### src/rtl/clocked_stream_driver.sv
// clocked_stream_driver
// Bench-side stimulus driver. Words pushed by the testbench are buffered in a
// DEPTH-entry FIFO and replayed onto a valid/ready stream toward the DUT.
// An optional idle gap can follow each beat. Handshake pulses, a drain pulse
// and a running beat counter are reported back to the testbench.
// Optional feature: define CLOCKED_STREAM_DRIVER_STALL_CNT_EN to add o_stall,
// a wrapping count of cycles spent with o_valid high and i_ready low.
module clocked_stream_driver #(
   parameter int BW    = 8,
   parameter int DEPTH = 16,
   parameter int GW    = 4
) (
   input  logic                     i_clk,
   input  logic                     i_rst,
   input  logic                     i_push,
   input  logic [BW-1:0]            i_push_data,
   input  logic [GW-1:0]            i_gap,
   output logic                     o_full,
   output logic [$clog2(DEPTH):0]   o_count,
   output logic                     o_overflow,
   output logic                     o_valid,
   output logic [BW-1:0]            o_data,
   input  logic                     i_ready,
   output logic                     o_beat,
   output logic                     o_drained,
   output logic [31:0]              o_beats
`ifdef CLOCKED_STREAM_DRIVER_STALL_CNT_EN
   ,
   output logic [31:0]              o_stall
`endif
);

   localparam int AW = $clog2(DEPTH);
   localparam int CW = AW + 1;

   typedef enum logic [1:0] {
      ST_IDLE  = 2'd0,
      ST_DRIVE = 2'd1,
      ST_GAP   = 2'd2
   } state_t;

   state_t          state_reg, state_next;

   logic [BW-1:0]   mem [DEPTH];
   logic [AW-1:0]   wr_ptr_reg;
   logic [AW-1:0]   rd_ptr_reg;
   logic [AW-1:0]   rd_ptr_next;
   logic [CW-1:0]   count_reg;
   logic [CW-1:0]   count_after_pop;
   logic [CW-1:0]   count_next;
   logic            full_reg;
   logic            overflow_reg;

   logic [BW-1:0]   data_reg;
   logic [BW-1:0]   data_next;
   logic            load_data;

   logic [GW-1:0]   gap_reg, gap_next;

   logic            beat_reg;
   logic            drained_reg;
   logic [31:0]     beats_reg;

   logic            push_acc;
   logic            handshake;

   // Acceptance uses the registered full flag, so a push in the same cycle
   // as a pop from a full FIFO is still rejected.
   assign push_acc        = i_push && !full_reg;
   assign handshake       = (state_reg == ST_DRIVE) && i_ready;
   assign count_after_pop = count_reg - CW'(handshake);
   assign count_next      = count_after_pop + CW'(push_acc);
   assign rd_ptr_next     = handshake ? (rd_ptr_reg + AW'(1)) : rd_ptr_reg;

   // Next-state and gap-counter logic for the stream FSM.
   always_comb begin
      state_next = state_reg;
      gap_next   = gap_reg;
      case (state_reg)
         ST_IDLE: begin
            if (count_reg != '0) begin
               state_next = ST_DRIVE;
            end
         end
         ST_DRIVE: begin
            if (handshake) begin
               if (i_gap != '0) begin
                  state_next = ST_GAP;
                  gap_next   = i_gap;
               end else if (count_next == '0) begin
                  state_next = ST_IDLE;
               end
            end
         end
         ST_GAP: begin
            // A push landing in the last gap cycle counts, so the stream
            // resumes without an extra idle cycle.
            if (gap_reg <= GW'(1)) begin
               state_next = (count_next != '0) ? ST_DRIVE : ST_IDLE;
            end else begin
               gap_next = gap_reg - GW'(1);
            end
         end
         default: begin
            state_next = ST_IDLE;
         end
      endcase
   end

   // Output word selection: reload whenever a new beat is presented. When
   // the head entry is being written in this very cycle (FIFO would be empty
   // after the pop), forward the incoming word instead of the stale array.
   always_comb begin
      load_data = (state_next == ST_DRIVE) &&
                  ((state_reg != ST_DRIVE) || handshake);
      if (push_acc && (count_after_pop == '0)) begin
         data_next = i_push_data;
      end else begin
         data_next = mem[rd_ptr_next];
      end
   end

   // FIFO storage write port; contents need no reset since pointers do.
   always_ff @(posedge i_clk) begin
      if (push_acc) begin
         mem[wr_ptr_reg] <= i_push_data;
      end
   end

   // FIFO pointers, occupancy and sticky overflow.
   always_ff @(posedge i_clk) begin
      if (!i_rst) begin
         wr_ptr_reg   <= '0;
         rd_ptr_reg   <= '0;
         count_reg    <= '0;
         full_reg     <= 1'b0;
         overflow_reg <= 1'b0;
      end else begin
         if (push_acc) begin
            wr_ptr_reg <= wr_ptr_reg + AW'(1);
         end
         rd_ptr_reg   <= rd_ptr_next;
         count_reg    <= count_next;
         full_reg     <= (count_next == CW'(DEPTH));
         overflow_reg <= overflow_reg | (i_push && full_reg);
      end
   end

   // FSM state, gap counter and the registered stream word.
   always_ff @(posedge i_clk) begin
      if (!i_rst) begin
         state_reg <= ST_IDLE;
         gap_reg   <= '0;
         data_reg  <= '0;
      end else begin
         state_reg <= state_next;
         gap_reg   <= gap_next;
         if (load_data) begin
            data_reg <= data_next;
         end
      end
   end

   // Handshake reporting: beat pulse, drain pulse and wrapping beat count.
   always_ff @(posedge i_clk) begin
      if (!i_rst) begin
         beat_reg    <= 1'b0;
         drained_reg <= 1'b0;
         beats_reg   <= '0;
      end else begin
         beat_reg    <= handshake;
         drained_reg <= handshake && (count_next == '0);
         beats_reg   <= beats_reg + 32'(handshake);
      end
   end

`ifdef CLOCKED_STREAM_DRIVER_STALL_CNT_EN
   logic [31:0] stall_reg;

   // Count cycles where a beat is offered but the DUT holds off.
   always_ff @(posedge i_clk) begin
      if (!i_rst) begin
         stall_reg <= '0;
      end else begin
         stall_reg <= stall_reg + 32'((state_reg == ST_DRIVE) && !i_ready);
      end
   end

   assign o_stall = stall_reg;
`endif

   assign o_full     = full_reg;
   assign o_count    = count_reg;
   assign o_overflow = overflow_reg;
   assign o_valid    = (state_reg == ST_DRIVE);
   assign o_data     = data_reg;
   assign o_beat     = beat_reg;
   assign o_drained  = drained_reg;
   assign o_beats    = beats_reg;

endmodule

### config.mk
export PLATFORM = sky130hd
export DESIGN_NAME = clocked_stream_driver
export DESIGN_NICKNAME = d
export VERILOG_FILES = /design/src/rtl/clocked_stream_driver.sv
export SDC_FILE = /design/constraint.sdc
export NUM_CORES = 1
export LEC_CHECK = 0
export CAP_MARGIN = 10
export CORE_UTILIZATION = 35
export DETAILED_ROUTE_END_ITERATION = 8
export DONT_BUFFER_PORTS = 1
export GPL_TIMING_DRIVEN = 0
export HOLD_SLACK_MARGIN = 0.05
export PLACE_DENSITY = 0.59
export SYNTH_ARGS = -nofsm -noshare
export SYNTH_HDL_FRONTEND = slang
export SYNTH_SLANG_ARGS = --single-unit
### constraint.sdc
create_clock -name i_clk -period 8.1 [get_ports i_clk]
set_input_delay 1.62 -clock i_clk [delete_from_list [all_inputs] [get_ports i_clk]]
set_output_delay 1.62 -clock i_clk [all_outputs]
set_load 0.02 [all_outputs]
==> results.cfg, run 1 <==
[status]
status = finished clean

[place]
portBuffers = 0
dpl_cell_area_um2 = 9175
dp_hpwl_um = 16180
gp_congestion = 0.7781

[synthesis]
postSynthAreaPerCell_um2 = 12.03
syn_area_um2 = 8755
synthArstFlopShare = 0
seq_area_frac_synth = 0.5831
synth.ff_latch_count = 191
synth_edf_count = 128
synth_cells = 728
synth_cell_types = 56
syn-num-nets = 757
yosysWarnings = 0
synth_ff_type = edfxtp_1

[setup_path]
worstSetupPathType = input port to register
crit_chain = nand3b_4 -> clkinv_4 -> buf_2 -> ha_1 -> ha_1 -> nor4bb_1 -> nand4_1 -> o21ai_1 -> nor2_1 -> a32o_1 -> nor3_1 -> a211oi_1
r2r-start = state_reg[1]
required_ps = 8390
critPathSlowestCell = o21ai_1
end_kind = register
rrSetupSlack_ps = 3910
rr_endpoint = o_data[6]
arrival_ps = 5100
critPathMaxFanout = 11
reg2regPathDepth = 12
crit_top_cell = ha_1
start_kind = input port
cp_slowest_stage_delay_ps = 620

[clocking]
path_clk_slew_ps = 70
cts_max_level = 4
cts-buffers-inserted = 17
cts_hold_buffers = 0
cts_setup_buffers = 0
cts.repair.resized = 0
cts_root_buf = clkbuf_16
cts_num_sinks = 191
cts_tree = built
cts_buffer_depth = 2
insertion_delay_ps = 430

[power_and_ir_drop]
power_density_nw_per_um2 = 278.9
leakagePower_nw = 3.123
ir_drop_mv = 0.1298
total_power_mw = 2.731

[floorplan]
die_x_um = 160.2
row_count = 57
core_um2 = 24390
initial_utilization = 0.3589
ios = 66
die-area_um2 = 25650
die_h_um = 160.2

[global_routing]
grt_pass1_wl_um = 35810
grt_pass1_vias = 6123
grt_overflow = 0
grt_usage = 0.1839
antenna_found_initial = 0
grt_max_degree = 19

[hold_path]
hp-start = gap_reg[3]
holdPathEnd = gap_reg[3]
holdCritPathClass = register to register
hold_path_depth = 2

[run]
maxCapViolations = 0

[timing]
setup_tns_ps = 0
hold_violations = 0
worstMarginPinSlew_ps = 1120
min_period_over_period = 0.5939
report.final.slew_viol_count = 0
rsz0062_at_grt = false
period_needed_ps = 4811
timing.slew.headroom = 0.2482
clock.fmax_ghz = 0.2079
clock_skew_ps = 12.94
finalSetupViolations = 0

[cells_and_area]
multi_input_area_um2 = 3385
design_area_um2 = 9792
seq_area_um2 = 5105
drive_above_1_share = 0.09031
fillers = 2326
fin_nets = 780
largest_reg_flops = 128
layout_common_cells = edfxtp_1, o221ai_1, nor2_1, dfxtp_1, clkbuf_1
final_common_cell = edfxtp_1
antenna_cells = 0
syn2layout_area_growth_pct = 11.85
largest-register = mem

[drt]
ant_nets = 0
wl_per_cell_um = 21.89
vias_per_cell = 5.930
drt_pre_antenna_iters = 5
wirelength_um = 23810
via_count = 6452
drtIter0Drc = 624
drc = 0
worst max path at each step:
stage / start / endpoint / slack [ps] / depth (start not counted)
after floorplan: i_ready / o_data[0] / 3820 / 13
after global placement: i_ready / o_data[6] / 2930 / 12
after detailed placement: i_ready / o_data[6] / 2890 / 12
after CTS: i_ready / o_data[6] / 3340 / 12
after global routing: i_ready / o_data[6] / 3100 / 12
final: i_ready / o_data[6] / 3290 / 12
per-stage QoR:
| step | cells | setup WS [ps] | hold slack (ps) | utilization |
|---|---|---|---|---|
| after floorplan | 728 | 3817 | 487.5 | - |
| after global placement | 1052 | 2928 | 517.9 | 0.3756 |
| after detailed placement | 1054 | 2891 | 525.7 | 0.3762 |
| after CTS | 1086 | 3343 | 542.6 | 0.4008 |
| after global routing | 1088 | 3097 | 588.4 | 0.4015 |
| final | 1088 | 3289 | 541.2 | 0.4015 |
cell usage after synthesis, types with 10 or more instances:
cell type / n / share of area
xnor2_1: 15 / 0.015
edfxtp_1: 128 / 0.44
buf_2: 10 / 0.0057
nor3_1: 10 / 0.0057
o221ai_1: 98 / 0.098
a221oi_1: 22 / 0.022
nand2_1: 39 / 0.017
a21oi_1: 12 / 0.0069
nand3_1: 24 / 0.014
nand2b_1: 10 / 0.0071
dfxtp_1: 63 / 0.14
nor2_1: 63 / 0.027
o21ai_0: 18 / 0.010
and2_1: 11 / 0.0079
clkbuf_1: 42 / 0.018
ha_1: 13 / 0.019
o32ai_1: 14 / 0.014
xor2_1: 27 / 0.027
worst max-delay path, delay by kind of cell:
kind | cells | cell delay (ps)
AOI/OAI and AO/OA | 3 | 1130
adders and majority gates | 2 | 510
buffers and inverters | 2 | 450
and+or+nand+nor | 5 | 1370
power by group:
group | internal [mW] | switching, mW | leakage [nW]
clock network | 0.466 | 0.397 | 0.294
logic | 0.268 | 0.441 | 1.16
registers | 1.09 | 0.0713 | 1.67
per-layer routing:
layer,track usage,vias up,part of all wire
met4,0.07879,0,0.034
li1,-,2953,-
met3,0.03740,47,0.058
met5,0,-,0
met1,0.2385,3195,0.43
met2,0.2976,257,0.48
kinds of logic after synthesis:
family	after synthesis	share of synthesized area
simple gates	199	0.1149
flops	191	0.5831
fa+ha+maj	13	0.01858
xor+xnor	45	0.04888
compound gates	202	0.1881
mux	12	0.01615
buf+inv	66	0.03030
area by class of cell:
| cell class | count | area share |
|---|---|---|
| clock inverters | 15 | 0.01802 |
| repair buffers | 4 | 0.003067 |
| multi-input cells | 471 | 0.3456 |
| well taps | 324 | 0.04140 |
| inverters | 11 | 0.004728 |
| plain buffers | 55 | 0.02236 |
| flip-flops and latches | 191 | 0.5213 |
| clock buffers | 17 | 0.04344 |
Power figures use the tool's default switching activity.
==> run 2: changes to the inputs <==
==> constraint.sdc (replaced) <==
create_clock -name i_clk -period 4.5 [get_ports i_clk]
set_input_delay 0.9 -clock i_clk [delete_from_list [all_inputs] [get_ports i_clk]]
set_output_delay 0.9 -clock i_clk [all_outputs]
set_load 0.02 [all_outputs]
==> results of run 2 <==
The final DEF is identical to that of run 1. Status: finished clean.
Main changes from that run: setup slack after placement 2891 ps -> 11.11 ps; setup slack after layout 3289 ps -> 309.3 ps; start point of the critical path i_ready -> state_reg[1]; register-to-register setup slack 3910 ps -> 310 ps; total power 2.731 mW -> 4.916 mW; worst IR drop on VDD 0.1298 mV -> 0.2336 mV
==> run 3: changes to the inputs <==
==> constraint.sdc (replaced) <==
create_clock -name i_clk -period 4 [get_ports i_clk]
set_input_delay 0.8 -clock i_clk [delete_from_list [all_inputs] [get_ports i_clk]]
set_output_delay 0.8 -clock i_clk [all_outputs]
set_load 0.02 [all_outputs]
==> run 3 against run 2 <==
Largest power group unchanged. Non-clock buffer count stayed put. Power is 13% higher. Combinational power grew 13%. Register-to-register slack lost 110 ps. Worst hold slack worse by 85 ps. Critical endpoint unchanged. Clock power grew 13%. Final area hardly changed. Highest routed layer unchanged.
==> results.cfg, run 3 (synthesis results as in run 1) <==
[timing]
rsz0062_at_grt = false
period_needed_ps = 3803
worstMarginPinSlew_ps = 1082
report.final.slew_viol_count = 0
hold_violations = 0
min_period_over_period = 0.9507
clock.fmax_ghz = 0.2630
finalSetupViolations = 0
timing.slew.headroom = 0.2761
setup_tns_ps = 0
clock_skew_ps = 12.70

[clocking]
path_clk_slew_ps = 70
insertion_delay_ps = 440
cts_setup_buffers = 0
cts_max_level = 4
cts_num_sinks = 191
cts_hold_buffers = 0
cts_root_buf = clkbuf_16
cts_buffer_depth = 2
cts-buffers-inserted = 17
cts_tree = built

[global_routing]
grt_pass1_vias = 6123
grt_usage = 0.1840
antenna_found_initial = 0
grt_pass1_wl_um = 35820
grt_overflow = 0
grt_max_degree = 19

[cells_and_area]
design_area_um2 = 9796
antenna_cells = 0
drive_above_1_share = 0.09162
largest-register = mem
largest_reg_flops = 128
layout_common_cells = edfxtp_1, o221ai_1, nor2_1, dfxtp_1, clkbuf_1
final_common_cell = edfxtp_1
fin_nets = 780
fillers = 2327
syn2layout_area_growth_pct = 11.89

[floorplan]
row_count = 57
core_um2 = 24390
die-area_um2 = 25650
die_h_um = 160.2
ios = 66
initial_utilization = 0.3589
die_x_um = 160.2

[hold_path]
hold_path_depth = 0
holdPathEnd = mem[6][1]
holdCritPathClass = input port to register
hp-start = i_push_data[1]

[setup_path]
rr_endpoint = o_data[6]
rrSetupSlack_ps = 200
crit_path_start = state_reg[1]
end_kind = register
critPathMaxFanout = 11
r2r-start = state_reg[1]
crit_chain = nand3b_4 -> clkinv_4 -> buf_2 -> ha_1 -> ha_1 -> nor3_1 -> nand4_1 -> o21ai_2 -> nor2_1 -> a32o_1 -> nor3_1 -> a211oi_1
required_ps = 4290
reg2regPathDepth = 12
start_kind = register
worstSetupPathType = register to register
arrival_ps = 4090
critPathSlowestCell = o21ai_2
cp_slowest_stage_delay_ps = 550

[run]
maxCapViolations = 0

[power_and_ir_drop]
leakagePower_nw = 3.125
ir_drop_mv = 0.2646
power_density_nw_per_um2 = 565.5

[place]
dpl_cell_area_um2 = 9175
portBuffers = 0
gp_congestion = 0.7781
dp_hpwl_um = 16180

[drt]
wl_per_cell_um = 21.96
drc = 0
drtIter0Drc = 660
vias_per_cell = 5.904
drt_pre_antenna_iters = 5
wirelength_um = 23900
ant_nets = 0
via_count = 6424

[status]
status = finished clean
-- run 3: cell count changes in the layout (fill, tap and decap cells not counted) --
cell     previous run  this run
o21ai_0            18        17
o21ai_2             1         2
-- run 3: critical path: cells and delay by family (launching register included) --
| family | cells | cell delay (ps) |
|---|---|---|
| AO/OA/AOI/OAI | 3 | 1040 |
| adder cells (fa/ha/maj) | 2 | 500 |
| AND/OR/NAND/NOR | 5 | 1220 |
| buffers and inverters | 2 | 390 |
| flip-flops | 1 | 500 |
-- run 3: per-layer routing --
| layer | up-vias | track usage | routed length (um) |
|---|---|---|---|
| li1 | 2951 | - | - |
| met1 | 3204 | 0.2387 | 10470 |
| met2 | 226 | 0.2976 | 11500 |
| met3 | 43 | 0.03740 | 1148 |
| met4 | 0 | 0.07879 | 777 |
| met5 | - | 0 | 0 |
-- run 3: final cells by class --
type / instances / area, um^2 / area share
Sequential cell: 191 / 5105 / 0.5211
Multi-Input combinational cell: 471 / 3388 / 0.3459
Clock buffer: 17 / 425.4 / 0.04343
Tap cell: 324 / 405.4 / 0.04138
Buffer: 55 / 219.0 / 0.02235
Clock inverter: 15 / 176.4 / 0.01801
Inverter: 11 / 46.29 / 0.004726
Timing Repair Buffer: 4 / 30.03 / 0.003066
-- run 3: how the worst max path moves through the flow --
stage | endpoint | depth (start not counted)
finish | o_data[6] | 12
global route | o_data[6] | 12
CTS | o_data[2] | 13
detailed placement | o_data[6] | 12
global placement | o_data[6] | 12
floorplan | o_data[0] | 13
-- run 3: where the power goes --
group	total, mW	internal [mW]	switching (mW)
Sequential	2.35	2.20	0.145
Combinational	1.45	0.545	0.900
Clock	1.75	0.942	0.804
Total	5.54	3.69	1.85
-- run 3: timing repair --
action | CTS | global route
resized for setup | 1 | 1
hold endpoints to repair | 0 | 0
setup endpoints to repair | 2 | 7
-- run 3: stage by stage --
| stage | util | setup slack, ps | instances | power (mW) | hold slack [ps] |
|---|---|---|---|---|---|
| final | 0.4016 | 197.1 | 1088 | 5.539 | 456.5 |
| after detailed placement | 0.3762 | -388.9 | 1054 | 3.814 | 525.7 |
| after global routing | 0.4016 | 22.99 | 1088 | 5.757 | 440.3 |
| after floorplan | - | 536.8 | 728 | 3.381 | 487.5 |
| after CTS | 0.4010 | 110.8 | 1086 | 5.543 | 446.8 |
| after global placement | 0.3756 | -351.6 | 1052 | 3.801 | 517.9 |
